`config.mk`:
```
export PLATFORM = sky130hd
export DESIGN_NAME = spcpu_bus_ctrl
export DESIGN_NICKNAME = d
export VERILOG_FILES = /design/src/rtl/spcpu_bus_ctrl.sv
export SDC_FILE = /design/constraint.sdc
export NUM_CORES = 1
export LEC_CHECK = 0
export ABC_AREA = 0
export CORE_MARGIN = 5
export CORE_UTILIZATION = 55
export DETAILED_ROUTE_END_ITERATION = 7
export DONT_BUFFER_PORTS = 1
export PLACE_DENSITY = 0.75
export SYNTH_ARGS = -nofsm -noshare
export SYNTH_HDL_FRONTEND = slang
export SYNTH_SLANG_ARGS = --single-unit
```
`constraint.sdc`:
```
create_clock -name clk -period 2.6 [get_ports clk]
set_clock_uncertainty 0.15 [all_clocks]
set_input_delay 0.39 -clock clk [delete_from_list [all_inputs] [get_ports clk]]
set_output_delay 0.39 -clock clk [all_outputs]
set_load 0.1 [all_outputs]
```
`src/rtl/spcpu_bus_ctrl.sv`:
```
// spcpu_bus_ctrl: bus interface between the spcpu data port and a byte-wide
// synchronous memory. One 8/16-bit request at a time is split into one or two
// byte phases of WAIT_STATES+1 cycles each. Read data is assembled big-endian,
// so the byte at the lower address becomes the high byte.
module spcpu_bus_ctrl #(
  parameter int ADDR_WIDTH  = 16,
  parameter int WAIT_STATES = 1
) (
  input  logic                  clk,
  input  logic                  reset,
  input  logic                  cpu_req,
  input  logic                  cpu_we,
  input  logic                  cpu_acc_sz,
  input  logic [ADDR_WIDTH-1:0] cpu_addr,
  input  logic [15:0]           cpu_wdata,
  output logic [15:0]           cpu_rdata,
  output logic                  cpu_ready,
  output logic                  busy,
  output logic                  mem_en,
  output logic                  mem_we,
  output logic [ADDR_WIDTH-1:0] mem_addr,
  output logic [7:0]            mem_wdata,
  input  logic [7:0]            mem_rdata
);

  typedef enum logic [1:0] {
    IDLE,
    BYTE0,
    BYTE1,
    DONE
  } state_t;

  // Wait-state count is a 4-bit field; each phase lasts r_cnt+1 cycles.
  localparam logic [3:0] WS_LOAD = 4'(WAIT_STATES);

  state_t                  r_state;
  state_t                  w_nextState;
  logic                    r_we;
  logic                    r_sz;
  logic [ADDR_WIDTH-1:0]   r_addr;
  logic [15:0]             r_wdata;
  logic [3:0]              r_cnt;
  logic [7:0]              r_hiByte;
  logic [15:0]             r_rdata;
  logic                    w_accept;
  logic                    w_lastCycle;
  logic                    w_inPhase;
  logic                    w_enterPhase;

  assign w_accept     = (r_state == IDLE) && cpu_req;
  assign w_lastCycle  = (r_cnt == 4'd0);
  assign w_inPhase    = (r_state == BYTE0) || (r_state == BYTE1);
  assign w_enterPhase = w_accept || ((r_state == BYTE0) && w_lastCycle && r_sz);
  assign cpu_rdata    = r_rdata;

  // State register; reset aborts any transfer and returns to IDLE at once.
  always_ff @(posedge clk or negedge reset) begin
    if (!reset) begin
      r_state <= IDLE;
    end else begin
      r_state <= w_nextState;
    end
  end

  // Next-state and output decode; all memory strobes derive from the state
  // so that reset removes mem_we without waiting for a clock.
  always_comb begin
    w_nextState = r_state;
    cpu_ready   = 1'b0;
    busy        = 1'b1;
    mem_en      = 1'b0;
    mem_we      = 1'b0;
    mem_addr    = '0;
    mem_wdata   = '0;
    case (r_state)
      IDLE: begin
        busy = 1'b0;
        if (cpu_req) begin
          w_nextState = BYTE0;
        end
      end
      BYTE0: begin
        mem_en    = 1'b1;
        mem_we    = r_we;
        mem_addr  = r_addr;
        mem_wdata = r_sz ? r_wdata[15:8] : r_wdata[7:0];
        if (w_lastCycle) begin
          w_nextState = r_sz ? BYTE1 : DONE;
        end
      end
      BYTE1: begin
        mem_en    = 1'b1;
        mem_we    = r_we;
        mem_addr  = r_addr + ADDR_WIDTH'(1);
        mem_wdata = r_wdata[7:0];
        if (w_lastCycle) begin
          w_nextState = DONE;
        end
      end
      DONE: begin
        cpu_ready   = 1'b1;
        w_nextState = IDLE;
      end
      default: begin
        w_nextState = IDLE;
      end
    endcase
  end

  // Latch the request on acceptance so later CPU-side changes are ignored.
  always_ff @(posedge clk or negedge reset) begin
    if (!reset) begin
      r_we    <= 1'b0;
      r_sz    <= 1'b0;
      r_addr  <= '0;
      r_wdata <= '0;
    end else if (w_accept) begin
      r_we    <= cpu_we;
      r_sz    <= cpu_acc_sz;
      r_addr  <= cpu_addr;
      r_wdata <= cpu_wdata;
    end
  end

  // Wait-state down-counter, reloaded at the start of every byte phase.
  always_ff @(posedge clk or negedge reset) begin
    if (!reset) begin
      r_cnt <= '0;
    end else if (w_enterPhase) begin
      r_cnt <= WS_LOAD;
    end else if (w_inPhase && !w_lastCycle) begin
      r_cnt <= r_cnt - 4'd1;
    end
  end

  // Capture read bytes on each phase's closing edge; the high byte is staged
  // so cpu_rdata only changes when the whole read has completed.
  always_ff @(posedge clk or negedge reset) begin
    if (!reset) begin
      r_hiByte <= '0;
      r_rdata  <= '0;
    end else if (w_inPhase && w_lastCycle && !r_we) begin
      if (r_state == BYTE1) begin
        r_rdata <= {r_hiByte, mem_rdata};
      end else if (r_sz) begin
        r_hiByte <= mem_rdata;
      end else begin
        r_rdata <= {8'h00, mem_rdata};
      end
    end
  end

endmodule

```
==> results.cfg <==
[timing]
slew_viol_final = 0
setup_viol = 0
relSlewSlack_pct = 38.3
finalCritPeriodShare_pct = 99.0
fin_crit_ns = 2.57
hold_viol_final = 0
fmax_mhz = 389
tightest_slew_ns = 0.926
hold_slack_ns = 0.0283

[logic_synthesis]
yosysTopAreaCellShare_pct = 48.8
post_synth_main_area_contributors = dfrtp_1 49%, mux2_2 19%, a22oi_1 2.7%
async_flop_share_pct = 100
synth_top_cell_by_area = dfrtp_1
syn-cell-area_mm2 = 0.00328
synth_nets = 339
yosysUniqueCellTypes = 43
yosys_warnings = 0
synthCells = 287
avgSynthCellArea_um2 = 11.4
yosysSeqAreaShare_pct = 48.8
synthFlopType = dfrtp_1
synth_edf_count = 0
synth-seq-cells = 64

[critical_path]
worstReg2RegEnd = r_hiByte[4]
r2r_slack_ns = 0.14
reg2regPathDepth = 7
crit_type = reg2out
cp.required_ns = 2.06
worst_setup_path_start_kind = flop
worst_ep_arrival_time_ns = 2.03
cp_max_fo = 14
regToRegStartpoint = r_state[1]
critPathCaptureType = output pin

[grt]
grt_pass1_wl_mm = 12.7
grt_max_degree = 65
grtUsageTotal_pct = 21.7
grt_pass1_vias = 2595
antenna_found_initial = 0
grt-ovfl-total = 0

[final_layout]
drive_above_1_share_pct = 51.1
diodes = 0
finalNetCount = 374
final_cells = 402
area_growth_pct = 36.2

[worst_hold_path]
hold_path_class = in2reg
whs_path_depth = 2
min_to = r_addr[12]
hp-start = cpu_addr[12]

[route]
wl_per_cell_um = 19.3
drtIter0Drc = 129
drc = 0
dr.pass1.iters = 4
postRouteAntennaNets = 0
viasPerCell = 6.02
wirelength_mm = 7.74
num_vias = 2420

[clock_tree]
htreeDepth = 3
clock_latency_ns = 0.34
numClockSinks = 64
root_buffer = clkbuf_8
cts_buffer_depth = 2
cts_tree = built
clk_pin_slew_ns = 0.08
cts_buffers = 9

[floorplan]
core_area_mm2 = 0.00585
fp.dieArea_mm2 = 0.00761
initial_core_util_pct = 56.1
io_pins = 89
rows = 28
dieWidth_um = 87.2
die_h_um = 87.2

[place]
dp_hpwl_mm = 5.28
post-place-cells = 378
io_buffers = 0
globalplace.congestion = 0.842

[run]
drv_cap = 0

[outcome]
status = finished clean
-- what timing repair did --
item / in CTS / in global routing
pin swaps: 1 / 0
hold endpoints to repair: 64 / 0
hold buffers: 2 / 0
setup buffers: 4 / 2
gates cloned: 0 / 0
endpoints found under the setup margin: 11 / 22
resized for setup: 11 / 14
-- cell families (layout without fill, tap and decap cells) --
logic type | Yosys count | count (layout) | synth area share [%]
buffers and inverters | 29 | 69 | 3.66
DFF | 64 | 64 | 48.8
and+or+nand+nor | 67 | 67 | 11.8
adders and majority gates | 7 | 7 | 2.67
muxes | 57 | 57 | 19.5
AOI/OAI and AO/OA | 60 | 60 | 12.7
xor gates and xnor gates | 3 | 3 | 0.801
-- per-layer routing --
metal / part of all wire (%) / global-route usage [%]
met5: 0 / 0
met4: 1.1 / 7.95
met3: 7.7 / 7.19
met2: 50 / 36.4
met1: 41 / 26.1
-- worst max path at each step --
stage / cells after the start / startpoint / slack, ns / endpoint
after global routing: 7 / r_state[1] / -0.1 / mem_addr[10]
after global placement: 6 / r_state[1] / 0.12 / mem_addr[11]
final: 7 / r_state[1] / 0.03 / mem_addr[10]
after floorplan: 5 / r_state[0] / -0.23 / mem_addr[1]
after detailed placement: 6 / r_state[1] / 0.04 / mem_addr[11]
after CTS: 6 / r_addr[2] / 0.01 / mem_addr[7]
-- Yosys cell counts (6+ instances only) --
master and instances:
inv_1 10, nand3_1 9, a22oi_1 12, nor2b_1 12, nand2_1 14, dfrtp_1 64
buf_2 6, nor2_1 6, clkbuf_1 11, and2_1 6, o21ai_0 15, ha_1 7
a22o_1 8, mux2_2 56
-- area by class of cell --
class	count	area, um2
multi-input combinational	194	1820
sequential	64	1610
fill	340	1390
timing repair buffer	43	662
clock inverter	7	125
clock buffer	9	124
tap	75	93.8
inverter	10	37.5
-- cell usage in the layout, fill, tap and decap left out, types with 8 or more instances in the layout --
cell / n
buf_12: 25
buf_4: 15
nand2_1: 12
nor2b_2: 12
mux2_2: 56
a22oi_1: 12
a22o_1: 8
inv_1: 8
o21ai_0: 8
dfrtp_1: 59
clkbuf_8: 9
-- metrics by stage --
| step | utilization [%] | worst slack [ns] | cell area [um2] | TNS (ns) |
|---|---|---|---|---|
| 2_1_floorplan | - | -0.232 | 3500 | -2.99 |
| 3_3_place_gp | 69.4 | 0.116 | 4060 | 0 |
| 3_5_place_dp | 69.4 | 0.0405 | 4060 | 0 |
| 4_1_cts | 75.3 | 0.0116 | 4410 | 0 |
| 5_1_grt | 76.3 | -0.0978 | 4470 | -0.0978 |
| 6_report | 76.3 | 0.0266 | 4470 | 0 |
-- sequential cells by signal, summed over array words and instances (netlist names) --
name       cells
cpu_rdata     16
r_addr        16
r_cnt          4
r_hiByte       8
r_state        2
r_sz           1
r_wdata       16
r_we           1
-- critical path: stages (launching register included) --
cell and delay, ns:
dfrtp_1 0.41, buf_4 0.15, ha_2 0.21, nand2_8 0.15, a41oi_1 0.07, o21ai_0 0.33, o41ai_4 0.17, buf_12 0.19
Power is not shown: default switching activity piles up to over one toggle a cycle in this logic, so the estimate is an artifact.
